[src/rtl/sram_bus_adapter.sv]
// Load/store front end for the 4-lane byte-writable SRAM: lane decode, sub-word extract, 2-entry response buffer.
// Define SRAM_BUS_ADAPTER_ERR_EN to flag misaligned / reserved-size requests instead of force-aligning them.
module sram_bus_adapter #(
  parameter int ADDR_WIDTH = 10,
  parameter int DATA_WIDTH = 32
) (
  input  logic                    clock,
  input  logic                    reset,
  input  logic                    req_valid,
  output logic                    req_ready,
  input  logic [ADDR_WIDTH+1:0]   req_addr,
  input  logic                    req_wen,
  input  logic [1:0]              req_size,
  input  logic                    req_signed,
  input  logic [DATA_WIDTH-1:0]   req_wdata,
  output logic                    resp_valid,
  input  logic                    resp_ready,
  output logic [DATA_WIDTH-1:0]   resp_rdata,
  output logic                    resp_err,
  output logic                    sram_en,
  output logic [3:0]              sram_we,
  output logic [ADDR_WIDTH-1:0]   sram_addr,
  output logic [DATA_WIDTH-1:0]   sram_wdata,
  input  logic [DATA_WIDTH-1:0]   sram_rdata
);

  logic [1:0]            count;
  logic                  rd_ptr, wr_ptr;
  logic [DATA_WIDTH-1:0] fifo_data [2];
  logic                  fifo_err  [2];

  logic       st_inflight;
  logic [1:0] st_off, st_size;
  logic       st_signed, st_wen, st_err;

  logic [1:0] req_off, req_esize;
  logic       req_err;
  logic       accept, pop, push, do_write, do_read;
  logic [2:0] occ_after_pop;

  logic [7:0]            rd_byte;
  logic [15:0]           rd_half;
  logic [DATA_WIDTH-1:0] push_data;

  always_comb begin
    req_err   = 1'b0;
    req_esize = req_size;
    req_off   = req_addr[1:0];
`ifdef SRAM_BUS_ADAPTER_ERR_EN
    req_err = (req_size == 2'd3) ||
              (req_size == 2'd1 && req_addr[0]) ||
              (req_size == 2'd2 && req_addr[1:0] != 2'b00);
`else
    // Without error detection, size 3 acts as a word and low bits are dropped.
    if (req_size == 2'd3) req_esize = 2'd2;
    case (req_esize)
      2'd0:    req_off = req_addr[1:0];
      2'd1:    req_off = {req_addr[1], 1'b0};
      default: req_off = 2'b00;
    endcase
`endif
  end

  assign pop           = resp_valid && resp_ready;
  assign occ_after_pop = {1'b0, count} + {2'b00, st_inflight} - {2'b00, pop};
  assign req_ready     = !reset && (occ_after_pop <= 3'd1);
  assign accept        = req_valid && req_ready;

  always_comb begin
    sram_en    = accept && !req_err;
    sram_addr  = reset ? '0 : req_addr[ADDR_WIDTH+1:2];
    sram_we    = 4'b0000;
    sram_wdata = '0;
    if (sram_en && req_wen) begin
      case (req_esize)
        2'd0:    sram_we = 4'b0001 << req_off;
        2'd1:    sram_we = req_off[1] ? 4'b1100 : 4'b0011;
        default: sram_we = 4'b1111;
      endcase
    end
    if (!reset) begin
      case (req_esize)
        2'd0:    sram_wdata = {4{req_wdata[7:0]}};
        2'd1:    sram_wdata = {2{req_wdata[15:0]}};
        default: sram_wdata = req_wdata;
      endcase
    end
  end

  always_ff @(posedge clock) begin
    if (reset) begin
      st_inflight <= 1'b0;
      st_off      <= 2'b00;
      st_size     <= 2'b00;
      st_signed   <= 1'b0;
      st_wen      <= 1'b0;
      st_err      <= 1'b0;
    end else begin
      st_inflight <= accept;
      if (accept) begin
        st_off    <= req_off;
        st_size   <= req_esize;
        st_signed <= req_signed;
        st_wen    <= req_wen;
        st_err    <= req_err;
      end
    end
  end

  always_comb begin
    case (st_off)
      2'd0:    rd_byte = sram_rdata[7:0];
      2'd1:    rd_byte = sram_rdata[15:8];
      2'd2:    rd_byte = sram_rdata[23:16];
      default: rd_byte = sram_rdata[31:24];
    endcase
    rd_half = st_off[1] ? sram_rdata[31:16] : sram_rdata[15:0];
    push_data = '0;
    if (!st_wen && !st_err) begin
      case (st_size)
        2'd0:    push_data = {{24{st_signed && rd_byte[7]}}, rd_byte};
        2'd1:    push_data = {{16{st_signed && rd_half[15]}}, rd_half};
        default: push_data = sram_rdata;
      endcase
    end
  end

  // A reset in the response cycle discards the word coming back from the SRAM.
  assign push     = st_inflight && !reset;
  assign do_write = push && !(count == 2'd0 && resp_ready);
  assign do_read  = pop && (count != 2'd0);

  always_comb begin
    resp_valid = !reset && (count != 2'd0 || push);
    resp_rdata = '0;
    resp_err   = 1'b0;
    if (!reset) begin
      if (count != 2'd0) begin
        resp_rdata = fifo_data[rd_ptr];
        resp_err   = fifo_err[rd_ptr];
      end else if (push) begin
        resp_rdata = push_data;
        resp_err   = st_err;
      end
    end
`ifndef SRAM_BUS_ADAPTER_ERR_EN
    resp_err = 1'b0;
`endif
  end

  always_ff @(posedge clock) begin
    if (reset) begin
      count  <= 2'd0;
      rd_ptr <= 1'b0;
      wr_ptr <= 1'b0;
    end else begin
      if (do_write) wr_ptr <= ~wr_ptr;
      if (do_read)  rd_ptr <= ~rd_ptr;
      count <= count + {1'b0, do_write} - {1'b0, do_read};
    end
  end

  always_ff @(posedge clock) begin
    if (do_write) begin
      fifo_data[wr_ptr] <= push_data;
      fifo_err[wr_ptr]  <= st_err;
    end
  end

endmodule

[config.mk]
export PLATFORM = sky130hd
export DESIGN_NAME = sram_bus_adapter
export DESIGN_NICKNAME = d
export VERILOG_FILES = /design/src/rtl/sram_bus_adapter.sv
export SDC_FILE = /design/constraint.sdc
export NUM_CORES = 1
export LEC_CHECK = 0
export ABC_AREA = 1
export CAP_MARGIN = 20
export CORE_MARGIN = 5
export CORE_UTILIZATION = 46
export CTS_CLUSTER_DIAMETER = 30
export DETAILED_ROUTE_END_ITERATION = 12
export GPL_TIMING_DRIVEN = 0
export PLACE_DENSITY = 0.92
export SETUP_SLACK_MARGIN = 0.5
export SYNTH_ARGS = -nofsm -noshare
export SYNTH_HDL_FRONTEND = slang
export SYNTH_SLANG_ARGS = --single-unit
[constraint.sdc]
create_clock -name clock -period 3.9 [get_ports clock]
set_input_delay 0.39 -clock clock [delete_from_list [all_inputs] [get_ports clock]]
set_output_delay 0.39 -clock clock [all_outputs]
set_load 0.01 [all_outputs]
==> results of run 1 <==
==> sequential cells by signal, indices dropped and copies added, names as in the netlist, 2 cells and up, named ones only <==
signal and flops:
st_size 2, st_off 2, count 2, fifo_data 64
==> logic make-up (layout without fill, tap and decap cells) <==
family,after synthesis,after routing
xor gates and xnor gates,1,1
buffers and inverters,90,278
AOI/OAI and AO/OA,138,138
and+or+nand+nor,293,293
other,1,1
adders and majority gates,5,5
DFF,76,76
muxes,8,8
==> cells in the final DEF (no fill, tap or decap), types with 6 or more instances in the layout <==
master           instances
nand2_1                 94
inv_1                   46
buf_2                   12
a21boi_0                 8
clkdlybuf4s50_1        157
edfxtp_1                64
or2_2                   16
nor3_2                  13
clkbuf_8                 9
buf_4                   10
nor3_1                   6
clkbuf_1                21
o21ai_0                 69
a211oi_1                 8
nor2_1                 106
o21ai_1                 11
nand3_1                 47
mux2i_1                  8
a21oi_1                 39
dfxtp_1                 10
==> per-stage QoR <==
| step | worst slack (ns) | std cells | cell area [sq um] |
|---|---|---|---|
| 2_1_floorplan | 0.522 | 612 | 4770 |
| 6_report | 0.581 | 936 | 6920 |
| 5_1_grt | 0.397 | 936 | 6920 |
| 4_1_cts | 0.533 | 935 | 6890 |
| 3_3_place_gp | -0.590 | 912 | 6580 |
| 3_5_place_dp | -0.617 | 913 | 6620 |
==> final timing paths <==
check	startpoint	to	slack (ns)	depth (start not counted)
worst min register to register	st_size[0]	st_size[0]	0.53	2
worst max-delay path	count[1]	sram_we[1]	0.58	19
worst max register to register	count[1]	st_size[1]	1.30	18
worst min-delay path	st_size[0]	st_size[0]	0.53	2
==> worst reg2reg max path, delay by kind of cell, from the launching register on <==
kind	cells	cell delay, ns
flip-flops	1	0.36
AND/OR/NAND/NOR	6	0.50
buffers and inverters	6	0.51
AO/OA/AOI/OAI	3	0.25
adder cells (fa/ha/maj)	3	0.86
==> routing by layer <==
layer  vias to the layer above  global-route usage
li1                       2426                   -
met1                      2287               0.282
met2                       319               0.430
met3                        51              0.0679
met4                         0               0.107
met5                         -                   0
==> repair_timing <==
item                                    CTS  global route
pin swaps                                 5             3
gates cloned                              0             0
hold buffers                              0             0
hold endpoints to repair                  0             0
endpoints found under the setup margin    8             6
gates resized for setup                  33             8
setup buffers                             6             1
==> where the power goes <==
group          switching, mW  total [mW]  internal [mW]
clock network          0.286       0.642          0.357
logic                  0.383       0.682          0.299
registers             0.0148       0.942          0.928
total                  0.684        2.27           1.58
==> area by class of cell <==
cell class | count | area (sq um) | share of cell area
clock buffers | 9 | 124 | 0.0179
well taps | 136 | 170 | 0.0246
flip-flops and latches | 76 | 2170 | 0.314
repair buffers | 172 | 1700 | 0.246
multi-input cells | 446 | 2270 | 0.329
inverters | 53 | 204 | 0.0295
clock inverters | 7 | 91.3 | 0.0132
plain buffers | 37 | 184 | 0.0266
==> out/results.txt, run 1 <==
outcome: completed
wire length on met2: 7690 um
register area share after synthesis: 0.454
Worst path top cell family by delay: adder cells
detailed placement HPWL: 11900 um
Sink Count: 76
f_max: 0.301 GHz
LEAKAGE: 2.76 nW
Clock Tree Root: clkbuf_8
length of routed wiring on met1: 5800 um
Die ar.: 12500 sq um
Mean Syn Cell Area: 7.79 sq um
initial antenna violation count: 0
Pre-antenna DRT Iters: 5
Synth Cell Area: 4770 sq um
Core Util, Final: 0.676
final-report hold violation count: 0
NumNets Final: 884
CTS tree: yes
CTS H-tree depth: 3
layout cells sized above 1: 0.115
total CTS buffers: 9
# IOs: 166
GPL Wtd Cong: 0.959
Inserted Diodes: 0
GRT overflow: 0
total number of vias: 5083
Compound-Gate Fraction of Synth Area: 0.155
row cnt: 37
Worst Max-Slew Pin Slew: 0.954 ns
Ys Warns: 0
Detail Route Antenna Nets: 0
Cells after Synth: 612
maximum vdd drop: 207 uV
clock-pin slew on the worst setup and hold paths: 0.08 ns
Power Dens Cells: 328 nW/um^2
crit path launch type: flip-flop
DR DRC count: 0
fin. max-slew vios: 0
Highest Signal Layer: met4
Starting Density: 0.466
post-synth top area share: 0.403
slowest CP cell: fa_1
max-cap viol count: 0
largest family of logic cells by synthesized area: simple AND/OR/NAND/NOR gates
Top FF cell, synth: edfxtp_1
Slowest Stage Delay on Critical Path: 0.47 ns
Hold WC Path Type: flip-flop to flip-flop
WL final: 15600 um
top-count cell post-synth: nor2_1
simple-gate share of the synthesized area: 0.278
drt first-iter violations: 361
area share of fa/ha/maj cells after synthesis: 0.0147
WP buf/inv: 7
EDFF count, synth: 64
Core ar.: 10200 sq um
first-pass GRT wire length: 24700 um
crit-path cells: nor2_4, nor2_4, inv_2, buf_6, a21boi_2, ha_1, inv_1, ha_1, inv_1, fa_1, nand2_1, nor2_1, nand2_1, inv_2, nand2_4, inv_4, o211ai_1, nor2_1, buf_2
Post-Syn Nets: 701
largest net degree at the start of global routing: 33
async set-reset flop share out of synthesis: 0
die width: 112 um
Worst EP arrival: 2.93 ns
area delta synth->final: 45.1%
RSZ-0062 raised after global routing: true
fill count: 821
Tot Pwr: 2.27 mW
Total GRT Usage: 0.246
Clock Latency Late Sink: 0.35 ns
Netlist cell types: 35
Setup crit end kind: primary output
post-synthesis register bit count: 76
IO Port Bufs: 164
mux cell area share after synthesis: 0.0168
CP required: 3.51 ns
critical path class: flip-flop to primary output
WL met3: 1580 um
setup TNS: 0 ns
wire per inst: 16.7 um
Post-synth top cells: nor2_1, nand2_1, o21ai_0
Synth area leaders: edfxtp_1, nor2_1, nand2_1
Synth Area in XOR/XNOR: 0.00184
leading area contributor after synthesis: edfxtp_1
CTS max path bufs: 2
crit-path max FO: 4
hold slack: 0.528 ns
DIE HEIGHT: 112 um
vias in the first global route: 5139
Setup Skew: 0.0115 ns
Vias/cell: 5.43
final worst path period share: 0.851
Period minus WS final: 3.32 ns
max_slew headroom: 0.363
final setup fails: 0
(Power assumes the default switching activity.)
==> run 2: changes to the inputs <==
==> constraint.sdc (replaced) <==
create_clock -name clock -period 3.23 [get_ports clock]
set_input_delay 0.323 -clock clock [delete_from_list [all_inputs] [get_ports clock]]
set_output_delay 0.323 -clock clock [all_outputs]
set_load 0.01 [all_outputs]
==> out/results.txt, run 2 (synthesis results as in run 1) <==
outcome: finished with violations
failing checks: negative setup slack
total CTS buffers: 9 (unchanged)
sequential cell area: 2170 sq um (about the same)
max FFs per register: 64 (unchanged)
Slowest Stage Delay on Critical Path: 0.48 ns (about the same)
critical path class: flip-flop to primary output
NumNets Final: 892 (+0.90%)
Period minus WS final: 3.31 ns
WL final: 16000 um (+2.1%)
largest net degree at the start of global routing: 33 (unchanged)
wire per inst: 16.9 um (+1.3%)
first-pass GRT wire length: 25200 um (+1.8%)
DR DRC count: 0 (unchanged)
Total GRT Usage: 0.251 (+0.00487)
die width: 112 um (unchanged)
slowest CP cell: fa_1
Inserted Diodes: 0 (unchanged)
Detail Route Antenna Nets: 0 (unchanged)
max_slew headroom: 0.360 (-0.00254)
Die ar.: 12500 sq um (unchanged)
Pre-antenna DRT Iters: 5 (unchanged)
DIE HEIGHT: 112 um (unchanged)
GRT overflow: 0 (unchanged)
GPL Wtd Cong: 0.974 (+1.6%)
Vias/cell: 5.41 (-0.40%)
CTS tree: yes
detailed placement HPWL: 12000 um (+1.0%)
hold slack: 0.542 ns (+0.0147 ns)
Starting Density: 0.466 (unchanged)
Worst EP arrival: 2.99 ns (+0.06 ns)
Clock Latency Late Sink: 0.36 ns (about the same)
maximum vdd drop: 273 uV (+31%)
CTS max path bufs: 2 (unchanged)
post-route worst setup slack: -0.0795 ns (-0.660 ns)
Tot Pwr: 2.81 mW (+24%)
CTS H-tree depth: 3 (unchanged)
crit path launch type: flip-flop
final-report hold violation count: 0 (unchanged)
fin. max-slew vios: 0 (unchanged)
clock-pin slew on the worst setup and hold paths: 0.08 ns (about the same)
total number of vias: 5106 (+0.45%)
final setup fails: 3 (+3)
area delta synth->final: 49.2%
vias in the first global route: 5194 (+1.1%)
Core ar.: 10200 sq um (unchanged)
Multi-input gate area: 2350 sq um (+3.1%)
fill count: 733 (-11%)
# IOs: 166 (unchanged)
LEAKAGE: 2.99 nW (+8.5%)
Power Dens Cells: 395 nW/um^2 (+20%)
f_max: 0.302 GHz
Hold WC Path Type: flip-flop to flip-flop
initial antenna violation count: 0 (unchanged)
IO Port Bufs: 164 (unchanged)
layout cells sized above 1: 0.151 (+0.0360)
Worst Max-Slew Pin Slew: 0.958 ns (+0.00380 ns)
Setup crit end kind: primary output
Setup Skew: 0.0117 ns (+0.000146 ns)
drt first-iter violations: 439 (+22%)
Clock Tree Root: clkbuf_8
Sink Count: 76 (unchanged)
max-cap viol count: 0 (unchanged)
crit-path cells: nor2_4, nor2_4, inv_4, buf_6, a21boi_2, ha_1, inv_1, ha_2, inv_2, fa_1, nand2_1, nor2_2, nand2_1, inv_2, nand2_4, inv_6, o211ai_1, nor2_1, buf_2
crit-path max FO: 4 (unchanged)
row cnt: 37 (unchanged)
commonest non-fill, non-tap cell in the layout: clkdlybuf4s50_1
most frequent cells in the layout: clkdlybuf4s50_1, nor2_1, nand2_1, o21ai_0, edfxtp_1
Reg with most FFs: fifo_data
final worst path period share: 1.02
RSZ-0062 raised after global routing: true
CP required: 2.91 ns (-0.60 ns)
-- run 2: cell types whose count changed in the layout (fill, tap and decap cells not counted), moves of 3 or more --
cell	previous run	this run
buf_2	12	8
buf_4	10	18
buf_6	3	8
clkbuf_1	21	14
clkbuf_2	2	6
clkdlybuf4s50_1	157	146
dlymetal6s2s_1	1	9
nand2_1	94	91
nor3_2	13	10
nor3_4	0	3
o21ai_0	69	64
o21ai_2	0	5
-- run 2: metal layers --
layer  track usage  up-vias  part of all wire
met5             0        -                 0
met4         0.118        0             0.039
met3        0.0712       49              0.11
met1         0.288     2316              0.36
li1              -     2431                 -
met2         0.432      310              0.49
-- run 2: worst paths after layout --
path / startpoint / end / slack, ns / cells after the start
setup / recovery: count[0] / sram_we[3] / -0.08 / 19
setup reg to reg: count[0] / st_off[1] / 0.55 / 19
hold / removal: st_size[0] / st_size[0] / 0.54 / 2
hold reg to reg: st_size[0] / st_size[0] / 0.54 / 2
-- run 2: area by class of cell --
| class | instances | share of cell area |
|---|---|---|
| clock buffer | 9 | 0.0174 |
| clock inverter | 7 | 0.0139 |
| timing repair buffer | 180 | 0.251 |
| buffer | 37 | 0.0289 |
| multi-input combinational | 446 | 0.330 |
| inverter | 53 | 0.0297 |
| sequential | 76 | 0.305 |
| tap | 136 | 0.0239 |
-- run 2: power by group --
part / switching (mW) / total, mW / leakage (nW) / internal, mW
clock network: 0.366 / 0.805 / 0.111 / 0.439
registers: 0.0194 / 1.14 / 0.688 / 1.12
logic: 0.478 / 0.865 / 2.19 / 0.387
-- run 2: through the flow --
step / instances / util / TNS, ns / worst slack (ns) / instance area (sq um)
3_5_place_dp: 913 / 0.652 / -4.23 / -0.853 / 6670
3_3_place_gp: 912 / 0.649 / -46.37 / -0.795 / 6640
4_1_cts: 938 / 0.681 / -0.313 / -0.117 / 6960
5_1_grt: 944 / 0.695 / -0.771 / -0.247 / 7110
2_1_floorplan: 612 / - / 0 / 0.365 / 4830
6_report: 944 / 0.695 / -0.179 / -0.0795 / 7110
-- run 2: critical path, delay by kind of cell, from the launching register on --
family | cells | cell delay, ns
compound gates | 2 | 0.16
flops | 1 | 0.36
simple gates | 7 | 0.65
buf+inv | 7 | 0.54
fa+ha+maj | 3 | 0.91
-- run 2: repair_timing --
action,4_1_cts,5_1_grt
gates resized for setup,38,51
setup buffers,9,5
hold endpoints to repair,0,0
cloned,0,1
setup endpoints to repair,45,44
hold buffers,0,0
pin swaps,7,10
==> run 3: changes to the inputs <==
--- a/config.mk
+++ b/config.mk
@@ -8,11 +8,11 @@
 export ABC_AREA = 1
 export CAP_MARGIN = 20
 export CORE_MARGIN = 5
-export CORE_UTILIZATION = 46
+export CORE_UTILIZATION = 50
 export CTS_CLUSTER_DIAMETER = 30
 export DETAILED_ROUTE_END_ITERATION = 12
 export GPL_TIMING_DRIVEN = 0
-export PLACE_DENSITY = 0.92
+export PLACE_DENSITY = 0.95
 export SETUP_SLACK_MARGIN = 0.5
 export SYNTH_ARGS = -nofsm -noshare
 export SYNTH_HDL_FRONTEND = slang
==> constraint.sdc (replaced) <==
create_clock -name clock -period 4 [get_ports clock]
set_input_delay 0.4 -clock clock [delete_from_list [all_inputs] [get_ports clock]]
set_output_delay 0.4 -clock clock [all_outputs]
set_load 0.01 [all_outputs]
==> out/results.txt, run 3 (synthesis results as in run 1) <==
outcome: completed
CTS tree: yes
IO Port Bufs: 164 (unchanged)
DIE HEIGHT: 108 um (-3.7%)
Vias/cell: 5.79 (+7.0%)
hold slack: 0.535 ns (-0.00751 ns)
Power Dens Cells: 327 nW/um^2 (-17%)
RSZ-0062 raised after global routing: true
total number of vias: 5401 (+5.8%)
largest net degree at the start of global routing: 33 (unchanged)
worst hold start: st_size[0]
f_max: 0.284 GHz
layout cells sized above 1: 0.127 (-0.0241)
Clock Latency Late Sink: 0.35 ns (about the same)
Setup crit end kind: primary output
initial antenna violation count: 0 (unchanged)
Inserted Diodes: 0 (unchanged)
Total GRT Usage: 0.297 (+0.0463)
GRT overflow: 0 (unchanged)
wire per inst: 19.0 um (+12%)
clock-pin slew on the worst setup and hold paths: 0.09 ns (about the same)
r2r startpoint: count[1]
CP required: 3.60 ns (+0.69 ns)
NumNets Final: 888 (-0.45%)
area delta synth->final: 46.3%
Detail Route Antenna Nets: 0 (unchanged)
max FFs per register: 64 (unchanged)
non-filler cells, final: 933 (-1.2%)
Sink Count: 76 (unchanged)
CTS H-tree depth: 3 (unchanged)
Die ar.: 11600 sq um (-7.3%)
drt first-iter violations: 551 (+26%)
Period minus WS final: 3.52 ns
worst hold stages: 2 (unchanged)
maximum vdd drop: 246 uV (-9.7%)
critical path class: flip-flop to primary output
R2R Setup Slk: 0.91 ns (+0.36 ns)
DR DRC count: 0 (unchanged)
max-cap viol count: 0 (unchanged)
first-pass GRT wire length: 26900 um (+7.1%)
row cnt: 35 (-5.4%)
fin. max-slew vios: 0 (unchanged)
Setup Skew: 0.0129 ns (+0.00126 ns)
crit path launch type: flip-flop
Worst Max-Slew Pin Slew: 1.04 ns (+0.0806 ns)
final setup fails: 0 (-3)
max_slew headroom: 0.306 (-0.0539)
total CTS buffers: 9 (unchanged)
final worst path period share: 0.880
Worst EP arrival: 3.12 ns (+0.13 ns)
Clock Tree Root: clkbuf_8
Reg with most FFs: fifo_data
most frequent cells in the layout: clkdlybuf4s50_1, nor2_1, nand2_1, o21ai_0, edfxtp_1
path depth of the worst reg2reg path: 19 (unchanged)
GPL Wtd Cong: 0.939 (-3.6%)
CTS max path bufs: 2 (unchanged)
FF-to-FF End: st_off[1]
WL final: 17700 um (+11%)
crit-path max FO: 6 (+2)
detailed placement HPWL: 12800 um (+6.1%)
LEAKAGE: 2.78 nW (-7.1%)
Pre-antenna DRT Iters: 6 (+1)
die width: 108 um (-3.7%)
commonest non-fill, non-tap cell in the layout: clkdlybuf4s50_1
CTS Hold Bufs: 0 (unchanged)
Inst Count DP: 906 (-0.77%)
Core ar.: 9280 sq um (-9.3%)
vias in the first global route: 5445 (+4.8%)
Hold WC Path Type: flip-flop to flip-flop
Critical path origin: count[1]
# IOs: 166 (unchanged)
final-report hold violation count: 0 (unchanged)
worst hold path endpoint: st_size[0]
Starting Density: 0.513 (+0.0475)
fill count: 649 (-11%)
## run 3: stage by stage
stage / setup slack [ns] / setup TNS, ns / cell area (sq um) / util / total power [mW]
3_5_place_dp: -0.756 / -3.58 / 6610 / 0.712 / 1.58
6_report: 0.481 / 0 / 6970 / 0.751 / 2.28
2_1_floorplan: 0.612 / 0 / 4770 / - / 1.28
5_1_grt: 0.333 / 0 / 6970 / 0.751 / 2.37
3_3_place_gp: -0.507 / -2.23 / 6570 / 0.708 / 1.56
4_1_cts: 0.482 / 0 / 6880 / 0.742 / 2.24
## run 3: final cells by class
class,instances,area [sq um],share of cell area
clock buffers,9,124,0.0178
clock inverters,7,97.6,0.0140
flip-flops and latches,76,2170,0.311
inverters,53,206,0.0296
plain buffers,37,188,0.0269
well taps,129,161,0.0231
multi-input cells,446,2300,0.330
repair buffers,176,1730,0.248
## run 3: critical path, cell delays in order, from the launching register on
cell and delay (ns):
dfxtp_4 0.36, nor2_4 0.15, nor2_4 0.05, inv_2 0.09, buf_8 0.10, a21boi_2 0.05
ha_1 0.29, inv_2 0.08, ha_4 0.13, inv_2 0.03, fa_1 0.48, nand2_1 0.07
nor2_2 0.15, nand2_2 0.08, inv_2 0.08, nand2_4 0.07, inv_6 0.08, o211ai_1 0.11
nor2_1 0.15, buf_2 0.17
## run 3: how the worst max path moves through the flow
stage	endpoint
2_1_floorplan	sram_we[0]
3_3_place_gp	sram_we[2]
3_5_place_dp	sram_we[0]
4_1_cts	sram_we[0]
5_1_grt	sram_we[1]
6_report	sram_we[1]
## run 3: metal layers
metal  share of wire  vias up  GRT usage
met4           0.057        0      0.144
met5               0        -          0
met1            0.34     2493      0.332
met2            0.50      396      0.530
met3            0.11       87     0.0684
li1                -     2425          -
## run 3: repair_timing
item | 4_1_cts | 5_1_grt
pin swaps | 4 | 4
buffers inserted | 6 | 5
setup endpoints to repair | 12 | 6
resized for setup | 34 | 15
## run 3: report_power, final
group	leakage, nW	switching [mW]	internal (mW)
registers	0.688	0.0155	0.904
logic	1.99	0.401	0.300
clock network	0.108	0.308	0.355
total	2.78	0.725	1.56
